<file path="src/rtl/roach_dram_write.sv">
// roach_dram_write: pairs a stream of DATA_WIDTH words into two-beat DRAM
// write commands at consecutive addresses, starting from address 0.
module roach_dram_write #(
    parameter int ADDR_WIDTH = 25,
    parameter int DATA_WIDTH = 288
) (
    input  logic                    clk,
    input  logic                    rst,
    input  logic                    write_en,
    input  logic                    restart,
    input  logic                    flush,
    input  logic [DATA_WIDTH-1:0]   din,
    input  logic                    din_valid,
    output logic                    din_ready,
    output logic [ADDR_WIDTH-1:0]   dram_addr,
    output logic [DATA_WIDTH-1:0]   dram_data,
    output logic [DATA_WIDTH/8-1:0] wr_be,
    output logic                    rwn,
    output logic                    cmd_valid,
    input  logic                    cmd_ack,
    output logic [31:0]             words_written,
    output logic                    finish
);

    typedef enum logic [2:0] {EMPTY, HALF, BEAT0, BEAT1, DONE} state_t;

    state_t                  state;
    state_t                  state_next;
    logic [DATA_WIDTH-1:0]   lo;
    logic [DATA_WIDTH-1:0]   hi;
    logic                    lo_valid;
    logic                    pad;
    logic                    restart_q;
    logic                    flush_q;

    logic                    restart_edge;
    logic                    flush_edge;
    logic                    last_addr;
    logic                    load_lo;
    logic                    load_hi;
    logic                    pad_hi;
    logic                    beat0_done;
    logic                    beat1_done;
    logic                    do_restart;

    assign restart_edge = restart & ~restart_q;
    assign flush_edge   = flush & ~flush_q;
    assign last_addr    = (dram_addr == {ADDR_WIDTH{1'b1}});
    assign rwn          = ~cmd_valid;

    // State register
    always_ff @(posedge clk) begin
        if (rst) begin
            state <= EMPTY;
        end else begin
            state <= state_next;
        end
    end

    // Next state, command outputs and datapath control strobes
    always_comb begin
        state_next = state;
        din_ready  = 1'b0;
        cmd_valid  = 1'b0;
        dram_data  = '0;
        wr_be      = '0;
        load_lo    = 1'b0;
        load_hi    = 1'b0;
        pad_hi     = 1'b0;
        beat0_done = 1'b0;
        beat1_done = 1'b0;
        do_restart = 1'b0;
        case (state)
            EMPTY: begin
                if (restart_edge) begin
                    do_restart = 1'b1;
                end else begin
                    din_ready = write_en;
                    if (din_valid && din_ready) begin
                        load_lo    = 1'b1;
                        state_next = HALF;
                    end
                end
            end
            HALF: begin
                if (restart_edge) begin
                    do_restart = 1'b1;
                    state_next = EMPTY;
                end else begin
                    din_ready = write_en;
                    if (din_valid && din_ready) begin
                        load_hi    = 1'b1;
                        state_next = BEAT0;
                    end else if (flush_edge) begin
                        pad_hi     = 1'b1;
                        state_next = BEAT0;
                    end
                end
            end
            BEAT0: begin
                cmd_valid = 1'b1;
                dram_data = lo;
                wr_be     = '1;
                if (cmd_ack) begin
                    beat0_done = 1'b1;
                    state_next = BEAT1;
                end
            end
            BEAT1: begin
                cmd_valid = 1'b1;
                dram_data = hi;
                wr_be     = pad ? '0 : '1;
                din_ready = write_en & ~lo_valid;
                if (din_valid && din_ready) begin
                    load_lo = 1'b1;
                end
                if (cmd_ack) begin
                    beat1_done = 1'b1;
                    if (last_addr) begin
                        state_next = DONE;
                    end else if (lo_valid || load_lo) begin
                        state_next = HALF;
                    end else begin
                        state_next = EMPTY;
                    end
                end
            end
            DONE: begin
                if (restart_edge) begin
                    do_restart = 1'b1;
                    state_next = EMPTY;
                end
            end
            default: begin
                state_next = EMPTY;
            end
        endcase
    end

    // Word buffers, address/finish/count bookkeeping and input edge detectors
    always_ff @(posedge clk) begin
        if (rst) begin
            lo            <= '0;
            hi            <= '0;
            lo_valid      <= 1'b0;
            pad           <= 1'b0;
            dram_addr     <= '0;
            finish        <= 1'b0;
            words_written <= '0;
            restart_q     <= 1'b0;
            flush_q       <= 1'b0;
        end else begin
            restart_q <= restart;
            flush_q   <= flush;

            if (load_lo) begin
                lo <= din;
            end
            if (load_hi) begin
                hi <= din;
            end else if (pad_hi) begin
                hi <= '0;
            end

            if (pad_hi) begin
                pad <= 1'b1;
            end else if (beat1_done) begin
                pad <= 1'b0;
            end

            if (do_restart || beat0_done) begin
                lo_valid <= 1'b0;
            end else if (beat1_done && last_addr) begin
                lo_valid <= 1'b0;
            end else if (load_lo) begin
                lo_valid <= 1'b1;
            end

            if (do_restart) begin
                dram_addr <= '0;
            end else if (beat1_done) begin
                dram_addr <= dram_addr + ADDR_WIDTH'(1);
            end

            if (do_restart) begin
                finish <= 1'b0;
            end else if (beat1_done && last_addr) begin
                finish <= 1'b1;
            end

            if (do_restart) begin
                words_written <= '0;
            end else if (load_lo || load_hi) begin
                words_written <= words_written + 32'd1;
            end
        end
    end

endmodule

</file>
<file path="config.mk">
export PLATFORM = sky130hd
export DESIGN_NAME = roach_dram_write
export DESIGN_NICKNAME = d
export VERILOG_FILES = /design/src/rtl/roach_dram_write.sv
export SDC_FILE = /design/constraint.sdc
export NUM_CORES = 1
export LEC_CHECK = 0
export BUFFER_PORTS_ARGS = -buffer_cell sky130_fd_sc_hd__buf_4
export CELL_PAD_IN_SITES_DETAIL_PLACEMENT = 0
export CELL_PAD_IN_SITES_GLOBAL_PLACEMENT = 1
export CORE_ASPECT_RATIO = 0.75
export CORE_MARGIN = 10
export CORE_UTILIZATION = 39
export CTS_CLUSTER_SIZE = 30
export DETAILED_ROUTE_END_ITERATION = 10
export GPL_TIMING_DRIVEN = 1
export HOLD_SLACK_MARGIN = 0.06
export PLACE_DENSITY = 0.76
export SETUP_SLACK_MARGIN = 0.3
export SKIP_LAST_GASP = 1
export SYNTH_ARGS = -nofsm -noshare
export SYNTH_HDL_FRONTEND = slang
export SYNTH_SLANG_ARGS = --single-unit
</file>
<file path="constraint.sdc">
create_clock -name clk -period 3.5 [get_ports clk]
set_clock_uncertainty 0.1 [all_clocks]
set_input_delay 0.175 -clock clk [delete_from_list [all_inputs] [get_ports clk]]
set_output_delay 0.175 -clock clk [all_outputs]
set_load 0.05 [all_outputs]
</file>
## Word-level counts from Yosys, hierarchy flattened

Index checks and enable logic that the tools add are counted.
Widths: inputs -> output; s select.

| word-level totals | value |
|---|---|
| flip-flop bits (word level) | 641 |
| bits in latches | 0 |
| bits in writable memories | 0 |
| memory bits (read-only) | 0 |
| input bits | 295 |
| memories kept | 0 |

| operators by class | value |
|---|---|
| add/subtract/negate cells | 2 |
| multipliers | 0 |
| div/mod/pow operators | 0 |
| $lt $le $gt $ge | 0 |
| eq/ne operators | 11 |
| shift operators | 0 |
| multiplexer cells | 36 |
| bitwise operators | 7 |
| reduce and logical (&&, ||, !) cells | 15 |

Operators by type and width:

| operator | number |
|---|---|
| $mux 288 | 2 |
| $pmux 288 s2 | 1 |
| $pmux 36 s2 | 1 |
| $mux 36 | 1 |
| $add 32x1->32 const B | 1 |
| $mux 3 | 9 |
| $add 25x1->25 const B | 1 |
| $eq 25x25->1 const B | 1 |
| $mux 1 | 19 |
| $pmux 3 s5 | 1 |
| $ne 2x2->1 const B | 5 |
| $eq 3x2->1 const B | 2 |
| $reduce_and 6->1 | 1 |
| $reduce_or 2->1 | 3 |
| $reduce_or 3->1 | 2 |
| $ne 4x4->1 const B | 1 |
| $not 1->1 | 4 |
| $pmux 1 s2 | 2 |
| $reduce_bool 2->1 | 2 |
| $and 1x1->1 | 3 |
| $eq 3x1->1 const B | 1 |
| $eq 3x3->1 const B | 1 |
| $logic_and 1x1->1 | 3 |
| $logic_not 3->1 | 1 |
| $logic_or 1x1->1 | 3 |

## Longest topological paths before layout

| depth | value |
|---|---|
| depth after elaboration | 10 |
| mapped depth | 9 |

## Worst setup path before layout

No wires, ideal clock.

| timing path | value |
|---|---|
| path kind | reg-to-output |
| from | register state[1] |
| to | output wr_be[10] |
| arrival | 4374 ps |
| slack | -1149 ps |
| stages on the path, launching flop included | 9 |
| buffers on the path | 4 |
| cells stage by stage | dfxtp_1 > buf_2 > inv_1 > nor2_1 > inv_1 > clkbuf_1 > clkbuf_1 > a21oi_1 > buf_4 |

| on the way | value |
|---|---|
| cells in the longest elaborated chain, start to end | 2 |
| elaborated cells on any way between the ends | 3 |
| those cells by class | 2 x eq/ne; 1 x mux |

RTL lines:

| element | line | source |
|---|---|---|
| start: declaration | 27 | `state_t state;` |
| start signal: assignment | 56 | `state <= state_next;` |
| $eq 3x2->1 | 73 | `case (state)` |
| $pmux 36 s2 (*) | 73 |  |
| end: declaration | 17 | `output logic [DATA_WIDTH/8-1:0] wr_be,` |

Every way passes the cells marked *; elsewhere a longest branch is shown, timed or not.

## Final worst setup path

| timing path | value |
|---|---|
| from | register state[0] |
| to | output dram_data[116] |

| on the way | value |
|---|---|
| cells in the longest elaborated chain, start to end | 2 |
| elaborated cells on any way between the ends | 3 |
| those cells by class | 2 x eq/ne; 1 x mux |

RTL lines:

| element | line | source |
|---|---|---|
| $eq 3x2->1 | 73 |  |
| $pmux 288 s2 (*) | 73 |  |
| end: declaration | 16 | `output logic [DATA_WIDTH-1:0] dram_data,` |

Marks and branches as above.

==> flow_summary.json <==
{
  "outcome": "complete, no violations",
  "relSlewSlack_pct": 38.17,
  "drcViolationCount": 0,
  "cp.required_ps": 3220,
  "die_h_um": 247.6,
  "use_met1_pct": 28.59,
  "clock_latency_ps": 600,
  "ir_worst_vdd_uv": 340.1,
  "hold_slack_ps": 253.4,
  "ios": 680,
  "placement_rows": 83,
  "drv_cap": 0,
  "crit_family": "buffers and inverters",
  "synth_edf_count": 0,
  "crit_type": "reg -> out",
  "clk_pin_slew_ps": 60,
  "cp-start-kind": "flop",
  "min_path_type": "in -> reg",
  "grt_pass1_vias": 25090,
  "netlist.area_leader.share_pct": 47.63,
  "grt_overflow_total": 0,
  "synth.avg_cell_area_um2": 8.269,
  "drt_wl_total_um": 97490,
  "drt_iter0_markers": 1951,
  "cp_slowest_stage_delay_ps": 490,
  "dp_hpwl_um": 63740,
  "post_cts_buffers": 0,
  "setup-tns-final_ps": 0,
  "grt_usage_pct": 22.93,
  "ys_types": 52,
  "wl_per_cell_um": 19.51,
  "critPathMaxFanout": 65,
  "cts_sinks": 641,
  "grt_pass1_wl_um": 148200,
  "seq_area_frac_synth_pct": 47.63,
  "stdcell_area_um2": 37500,
  "cp_slowest_cell": "mux2i_1",
  "cts_buffers": 67,
  "grt_setup_unrepaired": "yes",
  "synth_most_common_cell": "dfxtp_1",
  "htreeDepth": 3,
  "grt_util_met2_pct": 38.33,
  "arrival_ps": 2740,
  "initial_core_util_pct": 39.36,
  "synthesis.area_um2": 26940,
  "dieArea_um2": 80100,
  "ant_nets": 0,
  "synthTopCellsByCount": "dfxtp_1, nor2_1, nand2_1, a21oi_1, mux2i_1",
  "synth_top_area_cell": "dfxtp_1",
  "chipWidth_um": 323.5,
  "dp_slack_ps": 934.8,
  "placed_cell_area_um2": 32250,
  "drive_gt1_share_pct": 20.39,
  "hold_viol_final": 0,
  "path_buf_inv": 3,
  "max_freq_ghz": 0.3317,
  "final_nets": 4341,
  "path_cells": "buf_12 -> buf_12 -> mux2i_1 -> nor2_1 -> buf_4",
  "synth_top_flop_cell": "dfxtp_1",
  "endpoint_kind": "output port",
  "num_vias": 25700,
  "finalMaxSlewViolations": 0,
  "cts_tree": "done",
  "routed_via_density": 5.144,
  "met3_usage_pct": 5.697,
  "synthCells": 3258,
  "root_buffer": "clkbuf_16",
  "synth_area_leaders": "dfxtp_1, mux2i_1, nor2_1",
  "drtPass1Iterations": 5,
  "fin_crit_ps": 3015,
  "synthArstFlopShare_pct": 0,
  "finalPower_mw": 16.88,
  "path_common_cell": "buf_12",
  "core_um2": 68440,
  "synthesis.nets": 3555,
  "place_congestion": 0.8008,
  "final.setup.worst_slack_ps": 485.1,
  "fin_crit_sh_pct": 86.14,
  "leakagePower_nw": 14.03,
  "clk_path_buf_depth": 3,
  "io_buffers": 679,
  "ys_ff_latch": 641,
  "ys_warn_count": 0,
  "antenna_found_initial": 19,
  "grt_max_degree": 162,
  "area_delta_synth_final_pct": 39.19,
  "grt-busiest-layer": "met2",
  "r2r_slack_ps": 630,
  "worst_pin_slew_ps": 927.4,
  "powerDensity_nw_per_um2": 450.3,
  "setup_viol": 0
}
## per-layer routing
metal  share of wire [%]  wire length [µm]  vias to the layer above
li1                    -                 -                    12590
met1                  42             41000                    12230
met2                  48             46930                      725
met3                 6.6              6481                      155
met4                 3.1              3051                        4
met5               0.021                20                        -
## layout make-up
cell class | count | area (µm²)
Antenna cell | 18 | 45.04
Clock buffer | 95 | 1924
Clock inverter | 16 | 230.2
Fill cell | 6450 | 30940
Inverter | 8 | 37.54
Multi-Input combinational cell | 2303 | 12610
Sequential cell | 641 | 12840
Tap cell | 892 | 1116
Timing Repair Buffer | 1023 | 8696
## stage by stage
step                      util, %  instances
after global placement      47.12       4563
after global routing        54.79       4995
after CTS                   54.71       4978
after detailed placement    47.12       4563
after floorplan                 -       3258
final                       54.79       4996
## kinds of logic (layout without fill, tap and decap cells)
kind of cell	after synthesis	count (layout)	share of synthesized area (%)
muxes	289	289	10.74
adders and majority gates	2	2	0.09287
xor gates and xnor gates	36	36	1.170
DFF	641	641	47.63
other	0	18	0
and+or+nand+nor	1342	1342	19.96
buffers and inverters	315	1142	5.759
AOI/OAI and AO/OA	633	634	14.65
## cells in the final DEF (no fill, tap or decap), types with 4 or more instances in the layout
cell / instances
a22oi_1: 287
o31ai_1: 4
and4_1: 8
clkbuf_1: 16
nand4_1: 31
mux2i_1: 289
clkinv_2: 6
dfxtp_1: 640
clkbuf_16: 69
or3_1: 16
clkbuf_8: 10
o21ai_0: 17
nor3_1: 6
nand2_1: 598
dlygate4sd3_1: 303
nor2_1: 622
xor2_1: 28
nand3_1: 19
diode_2: 18
a21oi_1: 309
and3_1: 8
nor4_1: 5
buf_12: 20
xnor2_1: 8
inv_1: 7
and2_1: 4
bufinv_16: 5
buf_4: 699
## flip-flops by register name, indices dropped and copies added (netlist names)
name,count
flush_q,1
hi,288
words_written,32
pad,1
finish,1
lo_valid,1
lo,288
restart_q,1
state,3
dram_addr,25
## path summary, 6_finish.rpt
path	start	to	cells after the start
hold reg to reg	lo[70]	lo[70]	2
setup reg to reg	state[1]	lo[213]	6
hold / removal	din[84]	hi[84]	4
setup / recovery	state[0]	dram_data[116]	5
## power by group
group | internal (mW) | switching (mW)
sequential | 7.50 | 0.104
clock | 4.19 | 2.97
combinational | 0.908 | 1.21
## timing repair
| action | CTS | global route |
|---|---|---|
| setup endpoints to repair | 36 | 18 |
| gates resized for setup | 0 | 1 |
| endpoints found under the hold margin | 584 | 0 |
| hold buffers | 303 | 0 |
| gates cloned | 1 | 0 |
## tightest hold or removal path, cell delays in order
cell           delay, ps
dlygate4sd3_1        520
buf_4                110
a22oi_2               60
nor2_1                70
(Power assumes the default switching activity.)
